==> src/rtl/cnn_pkg.sv <==
// Shared sizing defaults and state encoding for the row stream scheduler.
// Imported by the scheduler top and its pixel mux.
package cnn_pkg;

  localparam int CNN_ROWS   = 28;
  localparam int CNN_PIXELS = 28;
  localparam int CNN_PIX_W  = 16;
  localparam int CNN_IDX_W  = 5;

  typedef enum logic [2:0] {
    IDLE,
    WAIT_ROW,
    SETUP,
    STREAM,
    GAP,
    DONE
  } state_t;

endpackage

==> src/rtl/row_stream_scheduler_mux.sv <==
// Selects one pixel out of the flattened row bus.
// Out-of-range indices read as zero.
module row_pixel_mux
  import cnn_pkg::*;
#(
  parameter int PIXELS = CNN_PIXELS,
  parameter int PIX_W  = CNN_PIX_W,
  parameter int IDX_W  = CNN_IDX_W
) (
  input  logic [PIXELS*PIX_W-1:0] row_data,
  input  logic [IDX_W-1:0]        idx,
  output logic [PIX_W-1:0]        pixel
);

  // one-hot compare against every slot keeps the mux index in range
  always_comb begin
    pixel = '0;
    for (int p = 0; p < PIXELS; p++) begin
      if (idx == IDX_W'(p)) pixel = row_data[p*PIX_W +: PIX_W];
    end
  end

endmodule

==> src/rtl/row_stream_scheduler.sv <==
// Walks loaded image rows and streams their pixels as bursts
// over one valid/ready link, with an idle gap between bursts.
module row_stream_scheduler
  import cnn_pkg::*;
#(
  parameter int ROWS       = CNN_ROWS,
  parameter int PIXELS     = CNN_PIXELS,
  parameter int PIX_W      = CNN_PIX_W,
  parameter int IDX_W      = CNN_IDX_W,
  parameter int GAP_CYCLES = 2
) (
  input  logic                    clk,
  input  logic                    rst,
  input  logic                    start,
  input  logic                    pause,
  input  logic [ROWS-1:0]         row_loaded,
  output logic [IDX_W-1:0]        row_sel,
  input  logic [PIXELS*PIX_W-1:0] row_data,
  input  logic [15:0]             row_size,
  input  logic [15:0]             split_size,
  output logic                    out_valid,
  input  logic                    out_ready,
  output logic [PIX_W-1:0]        out_data,
  output logic                    out_last,
  output logic                    out_row_end,
  output logic                    busy,
  output logic                    done
);

  localparam int CW = IDX_W + 1;
  localparam logic [15:0] GAP_LIM = 16'(GAP_CYCLES);
  localparam bit NO_GAP = (GAP_CYCLES == 0);

  state_t state, state_n;
  logic [IDX_W-1:0] sel_n;
  logic [IDX_W-1:0] px, px_n;
  logic [IDX_W-1:0] burst, burst_n;
  logic [CW-1:0] size, size_n;
  logic [CW-1:0] split, split_n;
  logic [CW-1:0] size_c, split_c;
  logic [15:0] gap, gap_n;
  logic busy_n, done_n;
  logic load_beat, adv, gap_done;
  logic last_c, end_c;
  logic [PIX_W-1:0] pix;

  row_pixel_mux #(
    .PIXELS (PIXELS),
    .PIX_W  (PIX_W),
    .IDX_W  (IDX_W)
  ) u_mux (
    .row_data (row_data),
    .idx      (px_n),
    .pixel    (pix)
  );

  // clamp the loader's sizes to what the buffer can hold
  always_comb begin
    size_c = (row_size > 16'(PIXELS)) ? CW'(PIXELS)
                                      : row_size[CW-1:0];
    if (split_size == 16'd0 || split_size > 16'(size_c))
      split_c = size_c;
    else
      split_c = split_size[CW-1:0];
  end

  assign gap_done = ({1'b0, gap} + 17'd1) >= {1'b0, GAP_LIM};
  assign last_c = (CW'(burst_n) == split_n - 1'b1) ||
                  (CW'(px_n) == size_n - 1'b1);
  assign end_c  = (CW'(px_n) == size_n - 1'b1);

  // next state, counters and beat-load decision
  always_comb begin
    state_n   = state;
    sel_n     = row_sel;
    px_n      = px;
    burst_n   = burst;
    size_n    = size;
    split_n   = split;
    gap_n     = gap;
    busy_n    = busy;
    done_n    = done;
    load_beat = 1'b0;
    adv       = 1'b0;
    unique case (state)
      IDLE, DONE: begin
        if (start) begin
          state_n = WAIT_ROW;
          sel_n   = '0;
          done_n  = 1'b0;
          busy_n  = 1'b1;
        end
      end
      WAIT_ROW: begin
        if (row_loaded[row_sel] && !pause) state_n = SETUP;
      end
      SETUP: begin
        size_n  = size_c;
        split_n = split_c;
        px_n    = '0;
        burst_n = '0;
        if (size_c == '0) begin
          adv = 1'b1;
        end else begin
          state_n   = STREAM;
          load_beat = 1'b1;
        end
      end
      STREAM: begin
        if (out_valid && out_ready) begin
          if (out_row_end) begin
            adv = 1'b1;
          end else if (out_last) begin
            px_n    = px + 1'b1;
            burst_n = '0;
            if (NO_GAP && !pause) begin
              load_beat = 1'b1;
            end else begin
              state_n = GAP;
              gap_n   = '0;
            end
          end else begin
            px_n      = px + 1'b1;
            burst_n   = burst + 1'b1;
            load_beat = 1'b1;
          end
        end
      end
      GAP: begin
        if (!gap_done) begin
          gap_n = gap + 16'd1;
        end else if (!pause) begin
          state_n   = STREAM;
          load_beat = 1'b1;
        end
      end
      default: state_n = IDLE;
    endcase
    if (adv) begin
      if (row_sel == IDX_W'(ROWS - 1)) begin
        state_n = DONE;
        done_n  = 1'b1;
        busy_n  = 1'b0;
      end else begin
        sel_n   = row_sel + 1'b1;
        state_n = WAIT_ROW;
      end
    end
  end

  // state, counters and registered link outputs
  always_ff @(posedge clk or negedge rst) begin
    if (!rst) begin
      state       <= IDLE;
      row_sel     <= '0;
      px          <= '0;
      burst       <= '0;
      size        <= '0;
      split       <= '0;
      gap         <= '0;
      busy        <= 1'b0;
      done        <= 1'b0;
      out_valid   <= 1'b0;
      out_data    <= '0;
      out_last    <= 1'b0;
      out_row_end <= 1'b0;
    end else begin
      state     <= state_n;
      row_sel   <= sel_n;
      px        <= px_n;
      burst     <= burst_n;
      size      <= size_n;
      split     <= split_n;
      gap       <= gap_n;
      busy      <= busy_n;
      done      <= done_n;
      out_valid <= (state_n == STREAM);
      if (load_beat) begin
        out_data    <= pix;
        out_last    <= last_c;
        out_row_end <= end_c;
      end else if (state_n != STREAM) begin
        out_last    <= 1'b0;
        out_row_end <= 1'b0;
      end
    end
  end

endmodule

==> config.mk <==
export PLATFORM = sky130hd
export DESIGN_NAME = row_stream_scheduler
export DESIGN_NICKNAME = d
export VERILOG_FILES = /design/src/rtl/cnn_pkg.sv /design/src/rtl/row_stream_scheduler_mux.sv /design/src/rtl/row_stream_scheduler.sv
export SDC_FILE = /design/constraint.sdc
export NUM_CORES = 1
export LEC_CHECK = 0
export ABC_AREA = 1
export CAP_MARGIN = 10
export CORE_AREA = 2 2 210 212
export CTS_BUF_LIST = sky130_fd_sc_hd__clkbuf_8
export DETAILED_ROUTE_END_ITERATION = 10
export DIE_AREA = 0 0 212 214
export DONT_BUFFER_PORTS = 1
export PLACE_DENSITY = 0.42
export SYNTH_ARGS = -nofsm -noshare
export SYNTH_HDL_FRONTEND = slang
export SYNTH_SLANG_ARGS = --single-unit
==> constraint.sdc <==
create_clock -name clk -period 8.1 [get_ports clk]
set_clock_uncertainty 0.05 [all_clocks]
set_input_delay 1.62 -clock clk [delete_from_list [all_inputs] [get_ports clk]]
set_output_delay 1.62 -clock clk [all_outputs]
set_load 0.005 [all_outputs]
# Yosys cells after proc, flatten, opt, wreduce, memory -nomap -nowiden
# Index checks and enable logic that the tools add are counted.
# totals
out_inout_bits	26
reg_bits	67
wordCells	161
# op_classes
mux	83
eq_ne	41
reduce_logical	13
n_lt_le_gt_ge	4
addsub	7
# ops
cell	n
$mux W16	32
$eq A5 B5 Y1 const B	13
$mux W5	9
$eq A5 B4 Y1 const B	8
$pmux W16 S2	1
$mux W3	10
$mux W6	4
$mux W1	21
$eq A5 B3 Y1 const B	4
$pmux W5 S2	2
$add A16 B1 Y17 const B	1
$ge A17 B2 Y1 const B	1
$add A16 B1 Y16 const B	1
$gt A16 B5 Y1 const B	1
$gt A16 B6 Y1	1
$logic_not A16 Y1	1
$add A5 B1 Y5 const B	3
$pmux W3 S5	1
$eq A5 B6 Y1	2
$sub A6 B1 Y6 const B	2
$eq A5 B2 Y1 const B	2
$eq A3 B2 Y1 const B	3
$ne A2 B2 Y1 const B	4
$eq A3 B3 Y1 const B	2
other kinds (16)	19

# Depth between registers and ports, before layout
# Gate-level depths: netlist (run 1).
# depth
word_depth	33
ltp_mapped	28

# Modules after synthesis
# From an unflattened synthesis (run 1), not the netlist that was laid out.
# hier_totals
hier_cells	1600
area_unflattened_um2	8456.9
# by_module_without_submodules
module	area_each_um2	n_inst	cells_per_inst	seq_area_each_um2
row_stream_scheduler	4510.6	1	664	1676.6
row_pixel_mux	3946.3	1	936	0.0

# Worst setup path after synthesis (run 1)
# No wires, ideal clock.
# synth_timing
kind	input port to flip-flop
from	in row_size[7]
to	reg out_last
path_slack_ps	2819
cell_stages	23
setup_time_ps	87
arrival_time_ps	5144
path_buffers	0
cell_sequence	or4_1 -> a41oi_1 -> nand2_1 -> nor2_1 -> inv_1 -> ha_1 -> nand2_1 -> nor2_1 -> a211o_1 -> a21oi_1 -> o21ai_0 -> o21ai_0 -> nand2_1 -> a21oi_1 -> o21ai_0 -> o21ai_0 -> inv_1 -> ha_1 -> xor2_1 -> o21ai_0 -> a211oi_1 -> nand4_1 -> o211ai_1
# synth_between
elab_chain_cells	10
word_cells_on_any_way	23
# synth_rtl
item	line	rtl
start: declaration	row_stream_scheduler.sv:19	input logic [15:0] row_size,
$gt A16 B5 Y1 *	row_stream_scheduler.sv:59	size_c = (row_size > 16'(PIXELS)) ? CW'(PIXELS)
$mux W6 *	row_stream_scheduler.sv:59	
$gt A16 B6 Y1	row_stream_scheduler.sv:61	if (split_size == 16'd0 || split_size > 16'(size_c))
$logic_or A1 B1 Y1	row_stream_scheduler.sv:61	
$mux W6 *	row_stream_scheduler.sv:61	
$mux W6 *	row_stream_scheduler.sv:85	unique case (state)
via split_n[0]	row_stream_scheduler.sv:39	logic [CW-1:0] split, split_n;
$sub A6 B1 Y6 *	row_stream_scheduler.sv:68	assign last_c = (CW'(burst_n) == split_n - 1'b1) ||
$eq A5 B6 Y1 *	row_stream_scheduler.sv:68	
$logic_or A1 B1 Y1 *	row_stream_scheduler.sv:68	
$mux W1 *	row_stream_scheduler.sv:178	if (load_beat) begin
end signal: assignment	row_stream_scheduler.sv:180	out_last <= last_c;
end: declaration	row_stream_scheduler.sv:24	output logic out_last,
# The timed path passes the listed nets; every way through them passes the cells marked *.
# A chain may end at the register's enable or synchronous reset.

# Final worst setup path (run 1)
# Same ends and word-level chain as after synthesis.

==> impl_results.md, run 1 <==
- Outcome: finished, final reports clean
- Ys async rst share: 100.0%
- Final Hold Fails: 0
- Hpwl dp: 33.86 mm
- Vias/cell: 4.725
- Critical-path cell list: or4_1 > a41oi_1 > nand2_1 > nor2_1 > ha_1 > nand2_1 > nor2_1 > a211o_1 > a21oi_1 > o21ai_0 > o21ai_0 > nand2_1 > a21oi_1 > o21ai_0 > o21ai_0 > inv_1 > ha_1 > xor2_1 > o21ai_0 > a211oi_1 > nand4_1 > o211ai_1
- Final setup violation count: 0
- Number of remaining DRC errors: 0
- Nets@finish: 1919
- Worst path slowest cell: or4_1
- Register area share after synthesis: 21.13%
- Crit Path Class: primary input to register
- Slew headroom: 20.88%
- Final wirelength: 40.59 mm
- Sinks on Clock Net: 67
- Largest net degree at the start of global routing: 68
- Synth Instances: 1414
- Synth warn: 0
- Layout area overhead: 10.41%
- Die Area: 0.04537 mm²
- First-pass GRT wire length: 57.55 mm
- Worst Hold Path EP: size[5]$_DFF_PN0_
- Initial Utilization: 18.50%
- Number of global-route vias before repair: 9120
- Total gr overflow: 0
- Startpoint class of the critical path: primary input
- Setup WS pre-CTS: 2.321 ns
- Hold Crit Depth: 2
- Row cnt: 76
- Synth cell types: 50
- Vias after detailed routing: 9394
- Tightest Pin Transition: 1.182 ns
- Synth Register Bits: 67
- Unrepaired setup endpoints after global routing: no
- CTS tree: built
- H-tree Lvls: 3
- Hold-fix buffer count after cts: 0
- Core Area: 0.04289 mm²
- R2r startpoint: out_valid$_DFF_PN0_
- Worst path required time: 8.33 ns
- Worst skew pair latency: 0.37 ns
- Clock tree buffer depth: 2
- Static Leak: 3.872 nW
- Num ports: 539
- Power per standard cell area: 204.2 mW/mm²
- Final min period: 5.414 ns
- Max Fclk: 184.7 MHz
- Clk slew on worst S/H paths: 0.08 ns
- Cell family with most CP delay: compound AO/OA/AOI/OAI gates
- Cts repair resizes: 0
- Setup slack after layout: 2.686 ns
- TritonRoute pass-1 iters: 5
- Crit-path max cell delay: 0.53 ns
- Crit end category: register
- Setup Total Neg Slack: 0 ns
- Flop-to-flop setup slack: 3.57 ns
- Post-synth EDFFs: 0
- Die height: 214 µm
- CTS root buffer: clkbuf_8
- Mapped cell area: 0.007935 mm²
- Initial antenna violation count: 7
- Fin. max-slew vios: 0
- RD Place Congestion: 0.9483
- Wire per inst: 20.42 µm
- CP arrival: 5.65 ns
- Hold Path Class: register to register
- Layout cells sized above 1: 7.439%
- Fill count: 5091
- Antenna Nets Post-Route: 0
- Syn Area/Cell: 5.612 µm²
- Worst min-delay path startpoint: size[5]$_DFF_PN0_
- Post-route clock period utilization: 66.84%
- Most frequent CP cell: o21ai_0
- Synth Flop Type: dfrtp_1
- IO Port Bufs: 0
- Post-CTS Setup Inserts: 0
- Post-synth net total: 1940
- RR Endpoint: out_data[2]$_DFFE_PN0P_
- Worst Path Buf+Inv: 1
- Peak VDD IR: 0.0001023 V
- Tot GR Track Use: 16.99%
- Max-Cap Viols: 0
- Reg2reg path depth: 23
- Crit Path Max Fanout: 7
- Iter 0 DRT Violations: 686
- DIE WIDTH: 212 µm
- Inserted Clock Buffers: 9
==> layer usage <==
| layer | track usage [%] | part of all wire [%] | vias to the layer above |
|---|---|---|---|
| li1 | - | - | 4509 |
| met1 | 21.10 | 42 | 4331 |
| met2 | 29.52 | 48 | 494 |
| met3 | 3.841 | 7.9 | 56 |
| met4 | 4.108 | 2.2 | 4 |
| met5 | 0 | 0.074 | - |
==> worst max path at each step <==
| stage | cells after the start | end | start | slack (ns) |
|---|---|---|---|---|
| after floorplan | 23 | out_last$_DFFE_PN0P_ | row_size[7] | 2.82 |
| after global placement | 23 | out_last$_DFFE_PN0P_ | row_size[7] | 2.33 |
| after detailed placement | 22 | out_last$_DFFE_PN0P_ | row_size[7] | 2.32 |
| after CTS | 22 | out_last$_DFFE_PN0P_ | row_size[7] | 2.71 |
| after global routing | 22 | out_last$_DFFE_PN0P_ | row_size[7] | 2.27 |
| final | 22 | out_last$_DFFE_PN0P_ | row_size[7] | 2.69 |
==> state kept, by name, indices dropped and copies added (netlist names), 3 cells and up <==
signal    cells
row_sel       5
out_data     16
burst         5
gap          16
px            5
state         3
split         6
size          6
==> worst register-to-register path, delay by kind of cell, from the launching register on <==
family	cells	cell delay (ns)
flip-flops	1	0.43
AO/OA/AOI/OAI	1	0.19
AND/OR/NAND/NOR	21	3.60
buffers and inverters	1	0.16
==> cell usage after synthesis (3+ instances only) <==
| master | number | share of area [%] |
|---|---|---|
| nor4_1 | 5 | 0.39 |
| dfrtp_1 | 67 | 21 |
| nor3_1 | 10 | 0.63 |
| o21ai_1 | 5 | 0.32 |
| nand2_2 | 4 | 0.32 |
| nor2_1 | 227 | 11 |
| o21ai_0 | 35 | 2.2 |
| nand4_1 | 104 | 8.2 |
| inv_2 | 9 | 0.43 |
| o22ai_1 | 12 | 0.95 |
| xor2_1 | 23 | 2.5 |
| o2111ai_1 | 4 | 0.44 |
| nor2_2 | 13 | 1.0 |
| nand3_1 | 82 | 5.2 |
| nor3_2 | 3 | 0.38 |
| or2_1 | 6 | 0.47 |
| nor2_4 | 3 | 0.43 |
| or2_0 | 4 | 0.32 |
| inv_1 | 162 | 7.7 |
| nand2_4 | 4 | 0.57 |
| or2_2 | 33 | 2.6 |
| o211ai_1 | 3 | 0.28 |
| ha_1 | 13 | 2.0 |
| a21oi_1 | 47 | 3.0 |
| clkbuf_1 | 28 | 1.3 |
| buf_2 | 11 | 0.69 |
| nand2_1 | 461 | 22 |
| nand3_2 | 3 | 0.38 |
| xnor2_1 | 6 | 0.66 |
==> logic make-up after synthesis <==
group	after synthesis	share of synthesized area, %
and+or+nand+nor	971	54.37
buffers and inverters	215	10.61
AOI/OAI and AO/OA	118	8.594
DFF	67	21.13
xor gates and xnor gates	29	3.201
adders and majority gates	13	2.050
other	1	0.04726
==> cells in the final DEF (no fill, tap or decap), drive strengths merged, types with 2 or more instances in the layout <==
cell,instances
a21oi,47
buf,10
clkbuf,11
clkinv,2
clkinvlp,3
dfrtp,67
diode,5
ha,13
inv,173
nand2,469
nand3,85
nand3b,2
nand4,106
nor2,243
nor3,13
nor4,5
o2111ai,4
o211ai,3
o21a,2
o21ai,41
o221ai,2
o22ai,12
or2,43
or4,2
xnor2,6
xor2,23
==> area by class of cell <==
| type | instances | area [µm²] | share of cell area [%] |
|---|---|---|---|
| Sequential cell | 67 | 1677 | 19.14 |
| Tap cell | 585 | 732.0 | 8.355 |
| Timing Repair Buffer | 10 | 78.83 | 0.8997 |
| Antenna cell | 5 | 12.51 | 0.1428 |
| Clock inverter | 5 | 36.28 | 0.4142 |
| Inverter | 173 | 651.9 | 7.441 |
| Multi-Input combinational cell | 1132 | 5421 | 61.88 |
| Clock buffer | 11 | 151.4 | 1.728 |
==> where the power goes <==
group	switching (W)	internal (W)	leakage (nW)
clock	0.000151	0.000128	0.0880
sequential	0.0000703	0.000401	0.865
combinational	0.000754	0.000284	2.92
==> metrics by stage <==
step / area (µm²) / total power [W] / instances / hold slack [ns] / utilization, %
after floorplan: 7935 / 0.001094 / 1414 / 0.3970 / -
after global placement: 8549 / 0.001505 / 1966 / 0.4184 / 19.94
after detailed placement: 8549 / 0.001510 / 1966 / 0.4177 / 19.94
after CTS: 8737 / 0.001796 / 1982 / 0.4377 / 20.37
after global routing: 8761 / 0.001935 / 1988 / 0.4911 / 20.43
final: 8761 / 0.001789 / 1988 / 0.4371 / 20.43
No activity file was read; power rests on OpenSTA's default activity.
==> run 2, diff against run 1 <==
Settings changed: ABC_AREA 1 to 0, CORE_AREA 2 2 210 212 to 2 2 211 213, DIE_AREA 0 0 212 214 to 0 0 213 215, PLACE_DENSITY 0.42 to 0.44.
Clock period 8.1 ns to 4.84 ns, I/O delays scaled along.
==> run 2 against run 1 <==
  * Synthesized area rose by 6.4%
  * Register-to-register slack got worse by 3.5 ns
  * Cell area rose by 12%
  * Count of clock-buffer cells in the layout fell by 2
  * Die area rose by 0.94%
  * First-iteration DRC count rose by 84%
  * Critical path depth fell by 14
  * Global-route usage rose by 9.2 points
  * Sequential share of layout area fell by 2.0 points
  * Combinational power rose to 3.6 times the previous value
==> impl_results.md, run 2 <==
- Final wirelength: 63.14 mm (was 40.59 mm)
- R2r startpoint: state[1]$_DFF_PN0_ (was out_valid$_DFF_PN0_)
- Post-synth net total: 1698 (was 1940)
- Max Fclk: 209.0 MHz
- Final hold slack: 0.2290 ns (was 0.4371 ns)
- Synth Flop Type: dfrtp_1 (unchanged)
- Register area share after synthesis: 19.85% (was 21.13%)
- Tot GR Track Use: 26.19% (was 16.99%)
- Initial Utilization: 19.35% (was 18.50%)
- H-tree Lvls: 3 (unchanged)
- Sequential share of power: 17.0% (was 26.3%)
- Power per standard cell area: 519.1 mW/mm² (was 204.2 mW/mm²)
- Fin. max-slew vios: 0 (unchanged)
- Unrepaired setup endpoints after global routing: no (unchanged)
- First-pass GRT wire length: 83.95 mm (was 57.55 mm)
- Hold-fix buffer count after cts: 0 (unchanged)
- Nets@finish: 1721 (was 1919)
- Cell taking the most area after synthesis: dfrtp_1 (was nand2_1)
- Crit Path Max Fanout: 14 (was 7)
- Synth Instances: 1172 (was 1414)
- DIE WIDTH: 213 µm (was 212 µm)
- Largest net degree at the start of global routing: 68 (unchanged)
- CTS root buffer: clkbuf_8 (unchanged)
- Wire per inst: 35.08 µm (was 20.42 µm)
- Cts repair resizes: 0 (unchanged)
- Syn Area/Cell: 7.205 µm² (was 5.612 µm²)
- Final min period: 4.784 ns
- Slew headroom: 21.78% (was 20.88%)
- Worst skew pair latency: 0.40 ns (was 0.37 ns)
- Crit Path Class: register to register (was primary input to register)
- Share of Yosys cell area claimed by the top area cell type: 19.85% (was 21.81%)
- Switching share of power: 59.22% (was 54.55%)
- Final setup violation count: 0 (unchanged)
- Number of remaining DRC errors: 0 (unchanged)
- Top cells by count, synth: nand2_1 (143), o21ai_0 (95), a21oi_1 (90) (was nand2_1 (461), nor2_1 (227), inv_1 (162))
- Num ports: 539 (unchanged)
- Die Area: 0.04580 mm² (was 0.04537 mm²)
- Tightest Pin Transition: 1.159 ns (was 1.182 ns)
- TritonRoute pass-1 iters: 7 (was 5)
- Static Leak: 3.494 nW (was 3.872 nW)
- Post-CTS Setup Inserts: 0 (unchanged)
- Vias after detailed routing: 11011 (was 9394)
- CP arrival: 4.99 ns (was 5.65 ns)
- IO Port Bufs: 0 (unchanged)
- Post-route clock period utilization: 98.85%
- Iter 0 DRT Violations: 1259 (was 686)
- Final Hold Fails: 0 (unchanged)
- Layout area overhead: 15.69% (was 10.41%)
- Max-Cap Viols: 0 (unchanged)
- Antenna Nets Post-Route: 0 (unchanged)
- Number of global-route vias before repair: 10575 (was 9120)
- Core Area: 0.04364 mm² (was 0.04289 mm²)
- Clk slew on worst S/H paths: 0.10 ns (was 0.08 ns)
- Outcome: finished, final reports clean (unchanged)
- Flop-to-flop setup slack: 0.06 ns (was 3.57 ns)
- Hold Path Class: primary input to async pin (was register to register)
- Inserted Clock Buffers: 9 (unchanged)
- Post-synth EDFFs: 0 (unchanged)
- Total gr overflow: 0 (unchanged)
- Most frequent cells in the layout: nand2_1 (143), o21ai_0 (95), buf_4 (92), a21oi_1 (90), nor2_1 (84) (was nand2_1 (461), nor2_1 (227), inv_1 (162), nand4_1 (104), nand3_1 (82))
- Mapped cell area: 0.008444 mm² (was 0.007935 mm²)
- Peak VDD IR: 0.0001994 V (was 0.0001023 V)
- Startpoint class of the critical path: register (was primary input)
- Setup Total Neg Slack: 0 ns (unchanged)
- Hpwl dp: 52.24 mm (was 33.86 mm)
- RD Place Congestion: 0.9545 (was 0.9483)
- Crit. Startpoint: state[1]$_DFF_PN0_ (was row_size[7])
- Initial antenna violation count: 17 (was 7)
- Layout cells sized above 1: 13.50% (was 7.439%)
- Most common cell after layout, fill and taps aside: nand2_1 (unchanged)
- Synth warn: 0 (unchanged)
- Ys async rst share: 100.0% (unchanged)
- Internal: 0.002068 W (was 0.0008130 W)
- Gate power share: 73.7% (was 58.0%)
- Clock tree buffer depth: 2 (unchanged)
- Vias/cell: 6.117 (was 4.725)
- Die height: 215 µm (was 214 µm)
- Synth area leaders: dfrtp_1 (20%), nand2_1 (6.4%), o21ai_0 (5.6%) (was nand2_1 (22%), dfrtp_1 (21%), nor2_1 (11%))
- CTS tree: built (unchanged)
- Most frequent cell after synthesis: nand2_1 (unchanged)
- NetSw: 0.003003 W (was 0.0009758 W)
- Worst path required time: 5.04 ns (was 8.33 ns)
- Clk pwr share: 9.3% (was 15.6%)
- Biggest regs: gap (16), out_data (16) (unchanged)
- Crit end category: register (unchanged)
- Synth cell types: 90 (was 50)
- Synth Register Bits: 67 (unchanged)
- Row cnt: 77 (was 76)
- Sinks on Clock Net: 67 (unchanged)
==> run 2: cell types whose count changed in the layout (fill, tap and decap cells not counted), sizes merged, moves of 25 or more <==
cell | before | now
nor3 | 13 | 44
a21oi | 47 | 91
a22oi | 0 | 29
nor2 | 243 | 88
buf | 10 | 92
inv | 173 | 24
nand4 | 106 | 22
nand3 | 85 | 55
a211oi | 1 | 26
or2 | 43 | 4
o21ai | 41 | 102
o22ai | 12 | 51
nand2 | 469 | 144
==> run 2: final cells by class <==
type                       instances  area, µm²
tap                              592      740.7
sequential                        67       1677
fill                            4985      33870
clock inverter                     7      48.80
timing repair buffer              92      690.7
antenna                            8      20.02
inverter                          24      91.34
multi-input combinational       1001       6377
clock buffer                       9      123.9
==> run 2: kinds of logic after synthesis <==
logic type | synth area share [%]
fa+ha+maj | 1.926
buf+inv | 5.497
xor+xnor | 1.348
flops | 19.85
other cells | 0.04441
compound gates | 39.78
simple gates | 27.41
mux | 4.134
==> run 2: metrics by stage <==
step / std cells / setup slack, ns / instance area (µm²) / total power [W] / utilization [%]
after floorplan: 1172 / 0.4883 / 8444 / 0.002814 / -
after global placement: 1776 / 0.03170 / 9577 / 0.004496 / 21.94
after detailed placement: 1776 / -0.1212 / 9577 / 0.004521 / 21.94
after CTS: 1792 / 0.1605 / 9749 / 0.005013 / 22.34
after global routing: 1800 / 0.04078 / 9769 / 0.005339 / 22.38
final: 1800 / 0.05560 / 9769 / 0.005071 / 22.38
==> run 2: path summary, 6_finish.rpt <==
kind	end	cells after the start
setup reg to reg	out_data[15]$_DFFE_PN0P_	8
setup / recovery	out_data[15]$_DFFE_PN0P_	8
min in group clk	size[5]$_DFF_PN0_	1
max in group asynchronous	out_data[13]$_DFFE_PN0P_	0
hold / removal	row_sel[2]$_DFF_PN0_	0
hold reg to reg	size[5]$_DFF_PN0_	1
==> run 2: power by group through the flow <==
stage | Sequential (W) | Clock, W | Combinational, W
after global routing | 0.000879 | 0.000515 | 0.00394
after detailed placement | 0.000869 | 0 | 0.00365
final | 0.000862 | 0.000473 | 0.00374
after floorplan | 0.000785 | 0 | 0.00203
after global placement | 0.000868 | 0 | 0.00363
after CTS | 0.000859 | 0.000490 | 0.00366
==> run 2: metal layers <==
| metal | up-vias | global-route usage (%) | part of all wire [%] |
|---|---|---|---|
| met3 | 127 | 7.628 | 10 |
| met4 | 14 | 9.301 | 3.5 |
| li1 | 4702 | - | - |
| met1 | 5446 | 33.65 | 41 |
| met2 | 722 | 41.48 | 45 |
| met5 | - | 0 | 0.14 |
==> run 2: worst max-delay path, stage by stage, from the launching register on <==
cell       delay (ns)
dfrtp_1          0.59
nor3b_2          0.66
nor4_1           0.14
o21a_1           0.29
o211ai_1         0.88
nand3_1          0.65
a2111oi_1        1.06
buf_4            0.23
o311ai_0         0.10
==> run 3, diff against run 2 <==
Settings changed: CORE_AREA 2 2 211 213 to 2 2 212 214, DIE_AREA 0 0 213 215 to 0 0 214 216, HOLD_SLACK_MARGIN set to 0.02.
==> run 3 against run 2 <==
  * Via count rose by 0.19%
  * Final cell count barely moved
  * Core utilization rose by 0.070 points
  * Global-route usage fell by 0.78 points
  * Worst setup slack improved by 0.47 ns
==> impl_results.md, run 3 (synthesized netlist as in run 2, its figures left out) <==
- Setup WS pre-CTS: 0.1375 ns (was -0.1212 ns)
- Final min period: 4.312 ns (was 4.784 ns)
- Largest net degree at the start of global routing: 68 (unchanged)
- TritonRoute pass-1 iters: 8 (was 7)
- Worst path required time: 5.11 ns (was 5.04 ns)
- Max Fclk: 231.9 MHz (was 209.0 MHz)
- Cts repair resizes: 0 (unchanged)
- Crit Path Max Fanout: 7 (was 14)
- Outcome: finished, final reports clean (unchanged)
- Most common cell after layout, fill and taps aside: nand2_1 (unchanged)
- Reg2reg path depth: 11 (was 8)
- Hpwl dp: 51.22 mm (was 52.24 mm)
- Max-Cap Viols: 0 (unchanged)
- Number of global-route vias before repair: 10654 (was 10575)
- Total gr overflow: 0 (unchanged)
- Setup Total Neg Slack: 0 ns (unchanged)
- Tot GR Track Use: 25.41% (was 26.19%)
- Fin. max-slew vios: 0 (unchanged)
- Crit Path Class: primary input to register (was register to register)
- Clock tree buffer depth: 2 (unchanged)
- Crit end category: register (unchanged)
- First-pass GRT wire length: 84.10 mm (was 83.95 mm)
- Row cnt: 77 (unchanged)
- Post-route clock period utilization: 89.10% (was 98.85%)
- Biggest regs: gap (16), out_data (16) (unchanged)
- Clk slew on worst S/H paths: 0.10 ns (about the same)
- Layout cells sized above 1: 13.20% (was 13.50%)
- Iter 0 DRT Violations: 1376 (was 1259)
- Final hold slack: 0.2130 ns (was 0.2290 ns)
- H-tree Lvls: 3 (unchanged)
- Number of remaining DRC errors: 0 (unchanged)
- CTS root buffer: clkbuf_8 (unchanged)
- CTS tree: built (unchanged)
- Final setup violation count: 0 (unchanged)
- Slew headroom: 28.68% (was 21.78%)
- Most frequent cells in the layout: nand2_1 (143), o21ai_0 (95), a21oi_1 (90), buf_4 (87), nor2_1 (84) (was nand2_1 (143), o21ai_0 (95), buf_4 (92), a21oi_1 (90), nor2_1 (84))
- Num ports: 539 (unchanged)
- Crit-path max cell delay: 0.62 ns (was 1.06 ns)
- Startpoint class of the critical path: primary input (was register)
- Sinks on Clock Net: 67 (unchanged)
- Antenna Nets Post-Route: 0 (unchanged)
- Layout area overhead: 16.57% (was 15.69%)
- Final Hold Fails: 0 (unchanged)
- Vias/cell: 6.125 (was 6.117)
- Power per standard cell area: 528.4 mW/mm² (was 519.1 mW/mm²)
- Core Area: 0.04384 mm² (was 0.04364 mm²)
- Hold Path Class: primary input to async pin (unchanged)
- Final wirelength: 61.47 mm (was 63.14 mm)
- Nets@finish: 1718 (was 1721)
- Unrepaired setup endpoints after global routing: no (unchanged)
- Static Leak: 3.520 nW (was 3.494 nW)
- IO Port Bufs: 0 (unchanged)
- Initial antenna violation count: 18 (was 17)
- Post-CTS Setup Inserts: 0 (unchanged)
- Worst path slowest cell: or4_1 (was a2111oi_1)
- Peak VDD IR: 0.0002296 V (was 0.0001994 V)
- Inserted Clock Buffers: 9 (unchanged)
- DIE WIDTH: 214 µm (was 213 µm)
- Cell Area, Placed: 0.009583 mm² (was 0.009577 mm²)
- Hold-fix buffer count after cts: 0 (unchanged)
- Fill count: 4954 (was 4985)
- Vias after detailed routing: 11032 (was 11011)
- Tightest Pin Transition: 1.070 ns (was 1.159 ns)
- Post-route cell area: 0.009843 mm² (was 0.009769 mm²)
- Worst skew pair latency: 0.40 ns (about the same)
- RD Place Congestion: 0.9710 (was 0.9545)
- Initial Utilization: 19.26% (was 19.35%)
- Wire per inst: 34.13 µm (was 35.08 µm)
- Critical-path cell list: or4_1 > or4_1 > inv_1 > ha_1 > nand3_1 > o21bai_1 > a31o_2 > a31o_2 > a31oi_1 > inv_1 > ha_1 > xnor2_1 > a2111oi_0 > o21ai_0 > o21ai_1 (was nor3b_2 > nor4_1 > o21a_1 > o211ai_1 > nand3_1 > a2111oi_1 > buf_4 > o311ai_0)
- Setup slack after layout: 0.5277 ns (was 0.05560 ns)
- Die height: 216 µm (was 215 µm)
- Die Area: 0.04622 mm² (was 0.04580 mm²)
- CP arrival: 4.58 ns (was 4.99 ns)
[run 3: worst paths after layout]
path,slack (ns),to,from
min in group clk,0.46,burst[4]$_DFF_PN0_,burst[4]$_DFF_PN0_
max reg2reg,0.53,out_data[12]$_DFFE_PN0P_,state[2]$_DFF_PN0_
max,0.53,out_last$_DFFE_PN0P_,row_size[6]
min,0.21,gap[5]$_DFFE_PN0P_,rst
max in group asynchronous,4.34,out_data[8]$_DFFE_PN0P_,rst
min reg2reg,0.46,burst[4]$_DFF_PN0_,burst[4]$_DFF_PN0_
[run 3: cell type report]
cell class,count,area (µm²),area share (%)
Antenna cell,12,30.03,0.3051
Clock buffer,9,123.9,1.258
Clock inverter,7,106.4,1.080
Inverter,24,91.34,0.9279
Multi-Input combinational cell,1001,6381,64.83
Sequential cell,67,1677,17.03
Tap cell,592,740.7,7.525
Timing Repair Buffer,89,693.2,7.042
[run 3: metrics by stage]
stage	utilization, %	std cells	total power (W)
after floorplan	-	1172	0.002814
after global placement	21.86	1773	0.004535
after detailed placement	21.86	1773	0.004541
after CTS	22.39	1789	0.005160
after global routing	22.45	1800	0.005452
final	22.45	1801	0.005201
[run 3: report_power, final]
group	switching, W	leakage (nW)	internal (W)
Clock	0.000289	0.117	0.000300
Sequential	0.000177	0.849	0.000698
Combinational	0.00253	2.55	0.00120
Total	0.00300	3.52	0.00220
[run 3: worst max-delay path: cells and delay by family]
| family | cells | cell delay (ns) |
|---|---|---|
| compound gates | 7 | 1.58 |
| simple gates | 3 | 1.29 |
| fa+ha+maj | 2 | 0.43 |
| buf+inv | 2 | 0.18 |
| xor+xnor | 1 | 0.12 |
[run 3: metal layers]
metal | up-vias | share of wire, % | global-route usage (%)
met2 | 756 | 47 | 42.06
met5 | - | 0.14 | 0
met4 | 12 | 3.3 | 8.904
li1 | 4703 | - | -
met1 | 5448 | 40 | 32.00
met3 | 113 | 9.0 | 6.371
